### src/rtl/sorter_pkt_ctrl.sv
// sorter_pkt_ctrl: packet-level controller wrapped around a private sorter.
//   Buffers one sop/eop-framed packet, checks its length, loads it into the
//   sorter, and forwards the ascending result downstream. A sorter that does
//   not finish within TIMEOUT cycles of its last write is reported and cleared.
// Ports:
//   clk_i, rst_n_i                         clock, async active-low reset
//   snk_data_i/sop/eop/val, snk_ready_o    input packet stream (beat = val & ready)
//   src_data_o/sop/eop/val                 sorted output stream, no backpressure
//   err_o, err_code_o                      1-cycle error pulse; 1=short 2=oversize 3=timeout
//   busy_o                                 controller not idle

// sorter_core: insertion sorter. Each write is placed into its sorted position
// in one cycle; after cntr_i words the contents stream out one per cycle.
// Ports: clk_i, srst_i (sync reset), wren_i/data_i (write), cntr_i (packet
// length), data_o/sop_o/eop_o/val_o (registered ascending output).
module sorter_core #(
   parameter int DWIDTH = 8,
   parameter int AWIDTH = 4
) (
   input  logic              clk_i,
   input  logic              srst_i,
   input  logic              wren_i,
   input  logic [DWIDTH-1:0] data_i,
   input  logic [AWIDTH-1:0] cntr_i,
   output logic [DWIDTH-1:0] data_o,
   output logic              sop_o,
   output logic              eop_o,
   output logic              val_o
);
   localparam int DEPTH = 2**AWIDTH;

   typedef enum logic {S_FILL, S_OUT} sstate_t;

   sstate_t           st_q, st_d;
   logic [DWIDTH-1:0] mem_q [DEPTH];
   logic [DWIDTH-1:0] mem_d [DEPTH];
   logic [AWIDTH-1:0] cnt_q, cnt_d, rd_q, rd_d, pos, cnt_inc;
   logic [DWIDTH-1:0] dout_q, dout_d;
   logic              sop_q, sop_d, eop_q, eop_d, val_q, val_d;

   always_comb begin
      st_d    = st_q;
      mem_d   = mem_q;
      cnt_d   = cnt_q;
      rd_d    = rd_q;
      dout_d  = '0;
      sop_d   = 1'b0;
      eop_d   = 1'b0;
      val_d   = 1'b0;
      cnt_inc = cnt_q + 1'b1;
      // insertion point: after every stored word <= data_i (keeps equal keys stable)
      pos = '0;
      for (int unsigned i = 0; i < DEPTH; i++) begin
         if (AWIDTH'(i) < cnt_q && mem_q[i] <= data_i) pos = pos + 1'b1;
      end
      case (st_q)
         S_FILL: begin
            if (wren_i) begin
               for (int unsigned i = 1; i < DEPTH; i++) begin
                  if (AWIDTH'(i) > pos) mem_d[i] = mem_q[i-1];
               end
               mem_d[pos] = data_i;
               cnt_d      = cnt_inc;
               if (cnt_inc == cntr_i) begin
                  st_d = S_OUT;
                  rd_d = '0;
               end
            end
         end
         S_OUT: begin
            val_d  = 1'b1;
            dout_d = mem_q[rd_q];
            sop_d  = (rd_q == '0);
            eop_d  = (rd_q == cnt_q - 1'b1);
            rd_d   = rd_q + 1'b1;
            if (eop_d) begin
               st_d  = S_FILL;
               cnt_d = '0;
            end
         end
         default: st_d = S_FILL;
      endcase
   end

   always_ff @(posedge clk_i) begin
      if (srst_i) begin
         st_q   <= S_FILL;
         cnt_q  <= '0;
         rd_q   <= '0;
         dout_q <= '0;
         sop_q  <= 1'b0;
         eop_q  <= 1'b0;
         val_q  <= 1'b0;
      end else begin
         st_q   <= st_d;
         mem_q  <= mem_d;
         cnt_q  <= cnt_d;
         rd_q   <= rd_d;
         dout_q <= dout_d;
         sop_q  <= sop_d;
         eop_q  <= eop_d;
         val_q  <= val_d;
      end
   end

   assign data_o = dout_q;
   assign sop_o  = sop_q;
   assign eop_o  = eop_q;
   assign val_o  = val_q;
endmodule

module sorter_pkt_ctrl #(
   parameter int DWIDTH  = 8,
   parameter int AWIDTH  = 4,
   parameter int TIMEOUT = 1024
) (
   input  logic              clk_i,
   input  logic              rst_n_i,
   input  logic [DWIDTH-1:0] snk_data_i,
   input  logic              snk_sop_i,
   input  logic              snk_eop_i,
   input  logic              snk_val_i,
   output logic              snk_ready_o,
   output logic [DWIDTH-1:0] src_data_o,
   output logic              src_sop_o,
   output logic              src_eop_o,
   output logic              src_val_o,
   output logic              err_o,
   output logic [1:0]        err_code_o,
   output logic              busy_o
);
   localparam int DEPTH = 2**AWIDTH;
   localparam logic [AWIDTH-1:0] MAXLEN = AWIDTH'(DEPTH - 1);
   localparam int TW = (TIMEOUT > 1) ? $clog2(TIMEOUT) : 1;

   typedef enum logic [2:0] {IDLE, RECV, DROP, LOAD, WAIT} state_t;

   state_t            state_q, state_d;
   logic [DWIDTH-1:0] buf_q [DEPTH];
   logic [DWIDTH-1:0] buf_d [DEPTH];
   logic [AWIDTH-1:0] len_q, len_d, idx_q, idx_d, cntr_q, cntr_d;
   logic [TW-1:0]     timer_q, timer_d;
   logic              err_q, err_d;
   logic [1:0]        code_q, code_d;
   logic [DWIDTH-1:0] src_data_q, src_data_d;
   logic              src_sop_q, src_sop_d, src_eop_q, src_eop_d, src_val_q, src_val_d;
   logic [1:0]        sync_q, sync_d;
   logic              srst_pulse_q, srst_pulse_d;

   logic              beat;
   logic [DWIDTH-1:0] sorter_data;
   logic              sorter_sop, sorter_eop, sorter_val;

   // ready is also held low while the sorter is still coming out of reset
   assign snk_ready_o = (state_q == IDLE || state_q == RECV || state_q == DROP) && !sync_q[1];
   assign beat        = snk_val_i && snk_ready_o;

   sorter_core #(
      .DWIDTH (DWIDTH),
      .AWIDTH (AWIDTH)
   ) u_sorter (
      .clk_i  (clk_i),
      .srst_i (sync_q[1] | srst_pulse_q),
      .wren_i (state_q == LOAD),
      .data_i (buf_q[idx_q]),
      .cntr_i (cntr_q),
      .data_o (sorter_data),
      .sop_o  (sorter_sop),
      .eop_o  (sorter_eop),
      .val_o  (sorter_val)
   );

   always_comb begin
      state_d      = state_q;
      buf_d        = buf_q;
      len_d        = len_q;
      idx_d        = idx_q;
      cntr_d       = cntr_q;
      timer_d      = timer_q;
      err_d        = 1'b0;
      code_d       = '0;
      src_data_d   = '0;
      src_sop_d    = 1'b0;
      src_eop_d    = 1'b0;
      src_val_d    = 1'b0;
      srst_pulse_d = 1'b0;
      sync_d       = {sync_q[0], 1'b0};
      case (state_q)
         IDLE: begin
            if (beat && snk_sop_i) begin
               if (snk_eop_i) begin
                  err_d  = 1'b1;
                  code_d = 2'd1;
               end else begin
                  state_d  = RECV;
                  buf_d[0] = snk_data_i;
                  len_d    = AWIDTH'(1);
               end
            end
         end
         RECV: begin
            if (beat) begin
               if (snk_sop_i) begin
                  if (snk_eop_i) begin
                     err_d   = 1'b1;
                     code_d  = 2'd1;
                     state_d = IDLE;
                  end else begin
                     buf_d[0] = snk_data_i;
                     len_d    = AWIDTH'(1);
                  end
               end else if (len_q == MAXLEN) begin
                  if (snk_eop_i) begin
                     err_d   = 1'b1;
                     code_d  = 2'd2;
                     state_d = IDLE;
                  end else begin
                     state_d = DROP;
                  end
               end else begin
                  buf_d[len_q] = snk_data_i;
                  len_d        = len_q + 1'b1;
                  if (snk_eop_i) begin
                     state_d = LOAD;
                     idx_d   = '0;
                     cntr_d  = len_q + 1'b1;
                  end
               end
            end
         end
         DROP: begin
            if (beat && snk_eop_i) begin
               err_d   = 1'b1;
               code_d  = 2'd2;
               state_d = IDLE;
            end
         end
         LOAD: begin
            idx_d = idx_q + 1'b1;
            if (idx_q == len_q - 1'b1) begin
               state_d = WAIT;
               timer_d = '0;
            end
         end
         WAIT: begin
            timer_d    = timer_q + 1'b1;
            src_data_d = sorter_data;
            src_sop_d  = sorter_sop;
            src_eop_d  = sorter_eop;
            src_val_d  = sorter_val;
            if (sorter_eop) begin
               state_d = IDLE;
               cntr_d  = '0;
            end else if (timer_q == TW'(TIMEOUT - 1)) begin
               err_d        = 1'b1;
               code_d       = 2'd3;
               srst_pulse_d = 1'b1;
               state_d      = IDLE;
               cntr_d       = '0;
            end
         end
         default: state_d = IDLE;
      endcase
   end

   always_ff @(posedge clk_i or negedge rst_n_i) begin
      if (!rst_n_i) begin
         state_q      <= IDLE;
         buf_q        <= '{default: '0};
         len_q        <= '0;
         idx_q        <= '0;
         cntr_q       <= '0;
         timer_q      <= '0;
         err_q        <= 1'b0;
         code_q       <= '0;
         src_data_q   <= '0;
         src_sop_q    <= 1'b0;
         src_eop_q    <= 1'b0;
         src_val_q    <= 1'b0;
         sync_q       <= 2'b11;
         srst_pulse_q <= 1'b0;
      end else begin
         state_q      <= state_d;
         buf_q        <= buf_d;
         len_q        <= len_d;
         idx_q        <= idx_d;
         cntr_q       <= cntr_d;
         timer_q      <= timer_d;
         err_q        <= err_d;
         code_q       <= code_d;
         src_data_q   <= src_data_d;
         src_sop_q    <= src_sop_d;
         src_eop_q    <= src_eop_d;
         src_val_q    <= src_val_d;
         sync_q       <= sync_d;
         srst_pulse_q <= srst_pulse_d;
      end
   end

   assign src_data_o = src_data_q;
   assign src_sop_o  = src_sop_q;
   assign src_eop_o  = src_eop_q;
   assign src_val_o  = src_val_q;
   assign err_o      = err_q;
   assign err_code_o = code_q;
   assign busy_o     = (state_q != IDLE);
endmodule

### config.mk
export PLATFORM = sky130hd
export DESIGN_NAME = sorter_pkt_ctrl
export DESIGN_NICKNAME = d
export VERILOG_FILES = /design/src/rtl/sorter_pkt_ctrl.sv
export SDC_FILE = /design/constraint.sdc
export NUM_CORES = 1
export LEC_CHECK = 0
export ABC_AREA = 1
export CORE_MARGIN = 3
export CORE_UTILIZATION = 60
export DETAILED_ROUTE_END_ITERATION = 8
export GPL_TIMING_DRIVEN = 0
export PLACE_DENSITY = 0.77
export SYNTH_ARGS = -nofsm -noshare
export SYNTH_HDL_FRONTEND = slang
export SYNTH_SLANG_ARGS = --single-unit
### constraint.sdc
create_clock -name clk_i -period 32.4 [get_ports clk_i]
set_clock_uncertainty 0.1 [all_clocks]
set_input_delay 6.48 -clock clk_i [delete_from_list [all_inputs] [get_ports clk_i]]
set_output_delay 6.48 -clock clk_i [all_outputs]
set_load 0.05 [all_outputs]
=== Yosys cells after proc, flatten, opt, wreduce, memory -nomap -nowiden ===
Cells that the tools add are included.

* Output and inout port bits: 16
* Register bits: 318

* Bitwise gates (word level): 9
* Add/sub/neg operators: 22
* Reduce and logical (&&, ||, !) cells: 42
* Equality and inequality tests: 24
* Multiplexer cells: 148
* Order comparisons: 53

{| class="wikitable"
|+ Operators by type and width
! kind !! number
|-
| $mux 8 || 55
|-
| $bwmux 128 || 2
|-
| $mux 128 || 2
|-
| $mux 4 || 34
|-
| $le 8x8->1 || 16
|-
| $mux 120 || 1
|-
| $add 4x1->4 const B || 18
|-
| $bmux 8 s4 || 2
|-
| $demux 8 s4 || 2
|-
| $pmux 4 s2 || 5
|-
| $mux 3 || 11
|-
| $gt 4x4->1 const A || 8
|-
| $lt 4x4->1 const A || 8
|-
| $logic_and 1x1->1 || 22
|-
| $ge 5x5->1 const B || 4
|-
| $not 4->5 || 4
|-
| $pmux 10 s2 || 1
|-
| $mux 1 || 19
|-
| $gt 3x4->1 const A || 4
|-
| $lt 3x4->1 const A || 4
|-
| $mux 2 || 8
|-
| $pmux 8 s2 || 1
|-
| $pmux 3 s5 || 1
|-
| $ne 2x2->1 const B || 7
|-
| other kinds (36) || 59
|}

=== Logic depth before layout (Yosys ltp) ===
* Depth in word-level cells: 43
* Depth in mapped cells: 63
* Mapped depth without buffers: 60

=== Cells and area by module ===
Synthesis repeated with hierarchy kept, for this count alone.

* Cell total of the unflattened synthesis: 2,557
* Area, all modules: 20,138.1 µm²

{| class="wikitable"
|+ Modules (own cells, without submodules)
! module !! times used !! seq. area each (µm²) !! cells each !! area an instance (µm²)
|-
| sorter_core || 1 || 4,244.1 || 1,567 || 12,005.3
|-
| sorter_pkt_ctrl || 1 || 4,256.6 || 990 || 8,132.8
|}

=== Worst setup path after synthesis ===
No wires, ideal clock.

* Kind: register -> register
* From: register idx_q[0] (netlist name)
* To: register u_sorter.mem_q[112] (netlist name), enable pin
* Period minus slack after synthesis: 10.210 ns
* Required time: 31.917 ns
* Data arrival time: 9.727 ns
* Path slack: 22.190 ns
* Stages on the path, launching flop included: 55
* Path through: dfrtp_1 -> clkbuf_1 -> clkbuf_1 -> a21oi_1 -> a221oi_1 -> o21ai_0 -> nand2_1 -> inv_1 -> ha_1 -> nand2_1 -> o21ai_0 -> nand2_1 -> o211ai_1 -> o21ai_0 -> o21a_1 -> ha_1 -> inv_1 -> nand3_2 -> [... 19 more ...] -> xnor2_1 -> o21ai_0 -> ha_1 -> or2_2 -> nand2_1 -> xor2_1 -> nand2_1 -> nand2_1 -> ha_1 -> or2_2 -> nand2_1 -> inv_1 -> ha_1 -> nand2_1 -> o21ai_4 -> nor2_4 -> inv_2 -> nor3_1

{| class="wikitable"
|+ RTL lines
! what !! RTL line !! RTL
|-
| to (signal assigned) || 96 || <nowiki>mem_q <= mem_d;</nowiki>
|-
| to (decl) || 35 || <nowiki>logic [DWIDTH-1:0] mem_q [DEPTH];</nowiki>
|}

==> qor.yml <==
synth:
  synth.top_cells.by_count: "nand2_1, o21ai_0, nor2_1"
  yosys.area.top_type: "dfrtp_1"
  syn_avg_cell_area_um2: 7.92
  ys_seq_elements: 318
  ys_seq_area_share_pct: 42.4
  syn_nets: 2689
  synthTopCellsByArea: "dfrtp_1, edfxtp_1, nand2_1"
  yosysMostFrequentCell: "nand2_1"
  synth_edf_count: 128
  synth-main-ff-cell: "dfrtp_1"
  syn-cell-area_mm2: 0.0200
  syn_inst: 2529
  synth.top_cell.area_share_pct: 21.0
  synth.distinct_cells: 60
  yosys_warnings: 0
  async_flop_share_pct: 53.5
detailed_routing:
  ant_nets: 0
  vias_per_cell: 6.15
  drc: 0
  first_iter_violations: 2279
  vias: 18856
  wl_um: 66100
  drt-pass1-iter-count: 7
  wl_per_cell_um: 21.6
placed_design:
  finalWeightedCongestion: 1.11
  port_buffers: 28
  dp_cells: 3001
  hpwl_um: 48500
  place_ws_ps: 18770
die:
  core_area_mm2: 0.0327
  die_area_mm2: 0.0356
  rows: 66
  die_h_um: 189
  io_pins: 29
  initial_core_util_pct: 61.3
  die_x_um: 189
global_route:
  grt_usage_pct: 37.3
  grt-ovfl-total: 0
  antenna_found_initial: 1
  grt_pass1_wl_um: 103000
  first_global_vias: 18357
  grt_max_degree: 128
job:
  maxCapViolations: 0
timing:
  post-route-period-util_pct: 42.6
  timing.final.ws_setup_ps: 18590
  rsz0062_at_grt: "no"
  timing.hold.ws_ps: 259
  max_freq_mhz: 72.4
  hold_viol: 0
  setup_tns_ps: 0
  relSlewSlack_pct: 18.1
  worst_pin_slew_ps: 1220
  setup_viol: 0
  fin_crit_ps: 13810
  drv_slew: 0
clock_network:
  cts.repair.resized: 0
  post_cts_buffers: 0
  cts_made_buffers: 36
  cts.sinks: 318
  cts_root_buffer: "clkbuf_16"
  path_clk_slew_ps: 60
  tritoncts: "built"
  cts.htree.levels: 2
  cts_hold_buf: 0
  clk_latency_ps: 550
  cts_buffer_depth: 3
setup_path:
  critPathArrivalTime_ps: 13870
  critPathSlowestCell: "nor3_1"
  startpoint_type: "flop"
  end_kind: "flop"
  crit_top_cell: "nand2_1"
  critical_path_class: "reg2reg"
  worst_ep_required_time_ps: 32450
  path_max_fanout: 16
  slowest_delay_ps: 1020
min_path:
  hp-class: "reg2reg"
layout:
  drive_above_1_share_pct: 7.28
  antenna_cells: 0
  syn2layout_area_growth_pct: 10.5
  finalNonFillerCells: 3066
  layout.nets: 2757
pwr:
  ir_drop_mv: 0.0589
  powerDensity_mw_per_mm2: 83.2
  totalPowerFinal_mw: 1.84
  p_leak_nw: 10.0
outcome:
  outcome: "complete, no violations"
metrics by stage:
stage | area [um2] | utilization (%)
after global routing | 22100 | 67.7
after floorplan | 20000 | -
after global placement | 20900 | 63.8
after detailed placement | 20900 | 63.9
final | 22100 | 67.7
after CTS | 22100 | 67.7
logic make-up after synthesis:
kind of cell	after synthesis	synth area share, %
simple gates	1222	26.5
compound gates	504	14.1
flops	318	42.4
buf+inv	313	6.45
fa+ha+maj	147	9.18
xor+xnor	15	0.750
mux	9	0.500
other cells	1	0.0187
worst max-delay path, delay by kind of cell, from the launching register on:
family / cells / cell delay (ps)
compound gates: 11 / 2510
xor+xnor: 4 / 610
fa+ha+maj: 9 / 2670
buf+inv: 9 / 2590
flops: 1 / 370
simple gates: 24 / 4550
worst paths after layout:
check                                 endpoint  startpoint  slack (ps)  cells after the start
setup / recovery           u_sorter.mem_q[108]    idx_q[1]       18590                     57
hold / removal                       sync_q[1]   sync_q[0]         260                      0
setup reg to reg           u_sorter.mem_q[108]    idx_q[1]       18590                     57
hold reg to reg                      sync_q[1]   sync_q[0]         260                      0
max in group asynchronous           timer_q[9]     rst_n_i       25520                      2
min in group asynchronous            buf_q[28]     rst_n_i        5730                      1
where the power goes:
group	leakage (nW)	total (mW)	switching [mW]	internal [mW]
Clock	0.600	0.430	0.172	0.258
Combinational	5.78	0.893	0.633	0.260
Sequential	3.63	0.519	0.0399	0.479
cells in the final DEF (no fill, tap or decap), drive strengths merged, types with 15 or more instances in the layout:
cell           synthesis  routed
nand2                758     758
o21ai                293     293
nor2                 218     218
inv                  195     197
dfrtp                168     168
nand3                164     164
ha                   147     147
edfxtp               128     128
clkbuf                85     127
a21oi                 98      98
nand4                 57      57
o22ai                 33      33
buf                   28      31
clkdlybuf4s50          0      27
dfxtp                 20      20
o221ai                19      19
clkinv                 5      18
o211ai                15      15
flip-flops by register name, summed over array words and instances, names as in the netlist, 2 cells and up:
register	count
err_code_o	2
state_q	3
sync_q	2
u_sorter.mem_q	128
cntr_q	4
u_sorter.cnt_q	4
idx_q	4
src_data_o	8
buf_q	128
len_q	4
u_sorter.rd_q	4
u_sorter.data_o	8
timer_q	10
per-layer routing:
| metal | wire, um | global-route usage (%) |
|---|---|---|
| met1 | 25800 | 48.0 |
| met2 | 29900 | 60.5 |
| met3 | 5930 | 6.14 |
| met4 | 4440 | 20.7 |
| met5 | 10 | 0 |
area by class of cell:
| cell class | count | area [um2] |
|---|---|---|
| clock buffers | 42 | 945 |
| inverters | 200 | 753 |
| clock inverters | 23 | 282 |
| well taps | 442 | 553 |
| plain buffers | 113 | 538 |
| fillers | 2750 | 10600 |
| flip-flops and latches | 318 | 8500 |
| repair buffers | 30 | 320 |
| multi-input cells | 1898 | 10200 |
No activity file was read; power rests on OpenSTA's default activity.
